File: src/rtl/prince_sbox_cms_compress.sv
// Purpose: register-isolate the expanded CMS S-box output shares, then compress them
//          to NUM_OUT_SHARES shares and refresh them with fresh random nibbles.
// Latency: 2 cycles from accept to out_valid, 1 transfer/cycle; stalls hold both stages.
module prince_sbox_cms_compress #(
    parameter int NUM_IN_SHARES  = 4,
    parameter int NUM_OUT_SHARES = 2
) (
    input  logic                            clk,
    input  logic                            rst,
    input  logic                            in_valid,
    output logic                            in_ready,
    input  logic [4*NUM_IN_SHARES-1:0]      in_shares,
    input  logic [4*(NUM_OUT_SHARES-1)-1:0] rand_in,
    output logic                            out_valid,
    input  logic                            out_ready,
    output logic [4*NUM_OUT_SHARES-1:0]     out_shares
);

    localparam int IW = 4 * NUM_IN_SHARES;
    localparam int RW = 4 * (NUM_OUT_SHARES - 1);
    localparam int OW = 4 * NUM_OUT_SHARES;

    // Stage 1: the isolation register. Each nibble stays in its own flops; no share
    // of one domain may meet a share of another before this point.
    logic              s1_valid_q, s1_valid_d;
    (* keep = "true" *) logic [IW-1:0] s1_shares_q;
    logic [IW-1:0]     s1_shares_d;
    (* keep = "true" *) logic [RW-1:0] s1_rand_q;
    logic [RW-1:0]     s1_rand_d;

    // Stage 2: compressed and refreshed shares driving the output stream.
    logic              s2_valid_q, s2_valid_d;
    (* keep = "true" *) logic [OW-1:0] s2_shares_q;
    logic [OW-1:0]     s2_shares_d;

    logic              adv2;
    logic              accept;
    logic [OW-1:0]     comp_dat;
    logic [3:0]        rand_sum;

    // Handshake: stage 1 frees up whenever its content moves on, so in_ready only
    // depends on local state and out_ready.
    always_comb begin
        adv2     = s1_valid_q && (!s2_valid_q || out_ready);
        in_ready = !s1_valid_q || adv2;
        accept   = in_valid && in_ready;
    end

    // Stage-1 next state: load raw shares and randomness unmodified on accept.
    always_comb begin
        s1_valid_d  = s1_valid_q;
        s1_shares_d = s1_shares_q;
        s1_rand_d   = s1_rand_q;
        if (accept) begin
            s1_valid_d  = 1'b1;
            s1_shares_d = in_shares;
            s1_rand_d   = rand_in;
        end else if (adv2) begin
            s1_valid_d  = 1'b0;
        end
    end

    // Compression: fold nibble i into output share (i mod NUM_OUT_SHARES), mask each
    // non-last share with its own random nibble and the last with the sum of all of
    // them, so the unmasked XOR of the outputs equals that of the inputs.
    always_comb begin
        comp_dat = '0;
        rand_sum = '0;
        for (int i = 0; i < NUM_IN_SHARES; i++) begin
            comp_dat[(i % NUM_OUT_SHARES)*4 +: 4] =
                comp_dat[(i % NUM_OUT_SHARES)*4 +: 4] ^ s1_shares_q[i*4 +: 4];
        end
        for (int j = 0; j < NUM_OUT_SHARES - 1; j++) begin
            comp_dat[j*4 +: 4] = comp_dat[j*4 +: 4] ^ s1_rand_q[j*4 +: 4];
            rand_sum           = rand_sum ^ s1_rand_q[j*4 +: 4];
        end
        comp_dat[(NUM_OUT_SHARES-1)*4 +: 4] = comp_dat[(NUM_OUT_SHARES-1)*4 +: 4] ^ rand_sum;
    end

    // Stage-2 next state: reload on advance, drain on out_ready, hold while stalled.
    always_comb begin
        s2_valid_d  = s2_valid_q;
        s2_shares_d = s2_shares_q;
        if (adv2) begin
            s2_valid_d  = 1'b1;
            s2_shares_d = comp_dat;
        end else if (out_ready) begin
            s2_valid_d  = 1'b0;
        end
    end

    // State registers; reset drops all in-flight data and zeroes the datapath.
    always_ff @(posedge clk) begin
        if (rst) begin
            s1_valid_q  <= 1'b0;
            s1_shares_q <= '0;
            s1_rand_q   <= '0;
            s2_valid_q  <= 1'b0;
            s2_shares_q <= '0;
        end else begin
            s1_valid_q  <= s1_valid_d;
            s1_shares_q <= s1_shares_d;
            s1_rand_q   <= s1_rand_d;
            s2_valid_q  <= s2_valid_d;
            s2_shares_q <= s2_shares_d;
        end
    end

    assign out_valid  = s2_valid_q;
    assign out_shares = s2_shares_q;

endmodule

File: config.mk
export PLATFORM = sky130hd
export DESIGN_NAME = prince_sbox_cms_compress
export DESIGN_NICKNAME = d
export VERILOG_FILES = /design/src/rtl/prince_sbox_cms_compress.sv
export SDC_FILE = /design/constraint.sdc
export NUM_CORES = 1
export LEC_CHECK = 0
export BUFFER_PORTS_ARGS = -buffer_cell sky130_fd_sc_hd__buf_2
export CORE_MARGIN = 4
export CORE_UTILIZATION = 55
export CTS_BUF_LIST = sky130_fd_sc_hd__clkbuf_8
export CTS_CLUSTER_DIAMETER = 80
export CTS_CLUSTER_SIZE = 8
export DETAILED_ROUTE_END_ITERATION = 12
export PLACE_DENSITY = 0.93
export SLEW_MARGIN = 10
export SYNTH_ARGS = -nofsm -noshare
export SYNTH_HDL_FRONTEND = slang
export SYNTH_SLANG_ARGS = --single-unit
File: constraint.sdc
create_clock -name clk -period 1.5 [get_ports clk]
set_input_delay 0.075 -clock clk [delete_from_list [all_inputs] [get_ports clk]]
set_output_delay 0.075 -clock clk [all_outputs]
set_load 0.01 [all_outputs]
==> summary.md <==
| Metric | Value |
|---|---|
| Result of the run | complete, no violations |
| Antenna Nets Post-Route | 0 |
| Final worst path period need | 1400 ps |
| Final-report max-slew violation count | 0 |
| Endpoint arrival time on the critical path | 1330 ps |
| Number of top-level design ports | 34 |
| FMAX | 713 MHz |
| Antenna diode count | 0 |
| Fin util | 0.650 |
| Synth unique cells | 22 |
| R2r startpoint | s1_valid_q |
| Layout Skew | ~4.6 ps |
| Number of clock sinks | 30 |
| Post-CTS Repair Setup Buffers | 0 |
| Cell type contributing the most total cell area after synthesis | sky130_fd_sc_hd__dfxtp_1 |
| Footprint of the flip-flops and latches | ~600 um2 |
| Highest fanout seen on the critical path | 22 |
| Growth of design area from synthesis to finish | 9.44% |
| Setup repair after global routing missed its margin | false |
| Number of antenna violations at the first check in global routing | 0 |
| Kind of path behind the tightest hold check | in -> reg |
| Die Span Y | 57.8 um |
| Share of async-settable or async-resettable flops after synthesis | 0 |
| Worst rel slew slack | 0.639 |
| Clock transition at the registers of the reported paths | 60 ps |
| Number of setup violations in the final report | 0 |
| CTS buffer count | 5 |
| Pin count of the biggest net entering global routing | 25 |
| Primary FF master, synth | sky130_fd_sc_hd__dfxtp_1 |
| Placeable core area | between 2000 and 2500 um2 |
| DRT iter0 DRCs | 32 |
| Final critical-path setup slack | around 97 ps |
| CTS Buffer Depth | 2 |
| Classification of the worst setup path | reg -> out |
| Detailed-route wire length per cell | between 10 and 15 um |
| DP Wirelength | around 2000 um |
| Transition time at the pin with the least slew margin | approximately 540 ps |
| Post-route insts no fill | ~190 |
| Clock root buffer | sky130_fd_sc_hd__clkbuf_8 |
| Top cell type's share of synthesized area | 0.440 |
| Routability Congestion | approximately 0.8 |
| Vias | around 1100 |
| Number of levels the H-tree was split into | 2 |
| Number of hold-slack violations in the final timing report | 0 |
| Origin of the worst min-delay path | in_shares[8] |
| Number of gates given a new drive strength after cts | 0 |
| Setup TNS | 0 ps |
| Count of flip-flops with a built-in enable after synthesis | 0 |
| Cell Area, Synth | 1370 um2 |
| CTS tree | done |
| Worst hold slack after final layout | between 50 and 60 ps |
| Effective utilization at floorplan | 0.594 |
| Number of I/O port buffers | 33 |
| Total area of multi-input combinational cells | 594 um2 |
| Delay contributed by the slowest stage of the critical path | between 300 and 400 ps |
| Layout cells sized above 1 | 0.289 |
| First-pass GRT wire length | 4460 um |
| Worst IR drop on VDD | roughly 0.9 mV |
| Warnings from Yosys | 0 |
| Top post-synthesis cells by area | sky130_fd_sc_hd__dfxtp_1 (44%), sky130_fd_sc_hd__xnor2_1 (10%), sky130_fd_sc_hd__a21oi_1 (7.3%), sky130_fd_sc_hd__nand3_1 (6.2%), sky130_fd_sc_hd__a22o_1 (5.1%) |
| Synthesized net count | between 150 and 200 |
| Cell with the most instances after synthesis | sky130_fd_sc_hd__dfxtp_1 |
| GRT Residual Overflow | 0 |
| Final cycle utilization of the critical path | 0.935 |
| Source-to-sink clock delay at the later pin of the worst-skew pair | roughly 270 ps |
| Placement-stage worst setup slack | around 280 ps |
| Most common library cells after synthesis | sky130_fd_sc_hd__dfxtp_1 (30), sky130_fd_sc_hd__a21oi_1 (20), sky130_fd_sc_hd__nand3_1 (17) |
| Vias in the first global route | roughly 1000 |
| Synthesized instance count | 143 |
| Row cnt | 17 |
| Die Outline Area | between 3000 and 4000 um2 |
| Count of nets after finishing | 190 |
| Number of cells after detailed placement | between 150 and 200 |
| Crit-path slowest cell | sky130_fd_sc_hd__dfxtp_1 |
| Mean instance size in the synthesized netlist | between 9 and 10 um2 |
| Static leakage power | approximately 0.0006 uW |
| Critical Path Start Type | flip-flop |
| Mean number of vias per cell | 5.50 |
| Hold-fix buffers, CTS | 0 |
| CP Cell Sequence | and3b_4 > inv_2 > buf_2 |
| Critical path capture point type | output port |
| Synth Register Bits | 30 |
| Launching instance or port of the critical path | s1_valid_q |
| Required time of the critical path | 1420 ps |
| Power density over the cells | roughly 1100 nW/um2 |
| Final routed wirelength across all metal layers | 2740 um |
| Number of remaining DRC errors | 0 |
| Sequential area share after synthesis | 0.440 |
| # Max-Cap Violations | 0 |
| Die Width | approximately 58 um |
| Total iterations of the first detailed-routing run | 4 |
| Fillcell total | 207 |
| Global Route Usage Sum | 0.171 |
-- state kept, by name, indices dropped and copies added (netlist names) --
| name | flops |
|---|---|
| out_shares | 8 |
| s1_shares_q | 16 |
| out_valid | 1 |
| s1_valid_q | 1 |
| s1_rand_q | 4 |
-- area by class of cell --
class	instances	share of cell area
timing repair buffer	35	0.121
tap	28	0.0235
multi-input combinational	92	0.398
inverter	2	0.00503
clock buffer	5	0.0461
clock inverter	2	0.00503
sequential	30	0.402
-- where the power goes --
part	total, uW	switching [uW]	internal, uW
clock network	575	271	305
logic	214	108	106
registers	875	31.3	843
-- path summary, 6_finish.rpt --
path,slack [ps],depth (start not counted),to
worst min register to register,480,1,out_shares[5]
worst max register to register,270,4,s1_shares_q[3]
worst min-delay path,50,3,s1_shares_q[8]
worst max-delay path,100,3,in_ready
-- kinds of logic (layout without fill, tap and decap cells) --
logic type,count (synthesis),after routing,synth area share
AOI/OAI and AO/OA,50,50,0.211
xor gates and xnor gates,16,16,0.103
buffers and inverters,21,44,0.125
DFF,30,30,0.440
and+or+nand+nor,26,26,0.122
-- metal layers --
metal	wire (um)	up-vias	GRT usage
li1	-	534	-
met1	1190	487	0.202
met2	1350	44	0.300
met3	184	2	0.0468
met4	12	0	0.0497
met5	0	-	0
-- metrics by stage --
step / area [um2] / power, uW
2_1_floorplan: 1370 / 1060
3_3_place_gp: 1420 / 1090
3_5_place_dp: 1420 / 1110
4_1_cts: 1490 / 1670
5_1_grt: 1490 / 1740
6_report: 1490 / 1660
-- cells in the final DEF, fill, tap and decap left out, types with 2 or more instances in the layout --
cell type and count:
sky130_fd_sc_hd__a22o_1 8, sky130_fd_sc_hd__o21ai_0 12, sky130_fd_sc_hd__nand3_2 3, sky130_fd_sc_hd__nor2_1 2, sky130_fd_sc_hd__buf_4 2, sky130_fd_sc_hd__nand3_1 17
sky130_fd_sc_hd__buf_2 33, sky130_fd_sc_hd__a21oi_2 2, sky130_fd_sc_hd__dfxtp_1 30, sky130_fd_sc_hd__xnor2_1 16, sky130_fd_sc_hd__o21ai_1 8, sky130_fd_sc_hd__a21oi_1 20
sky130_fd_sc_hd__clkbuf_8 5, sky130_fd_sc_hd__inv_1 3
-- critical path, delay by kind of cell, from the launching register on --
kind          cells  cell delay, ps
buf+inv           2             500
flops             1             340
simple gates      1             220
(Power assumes the default switching activity.)
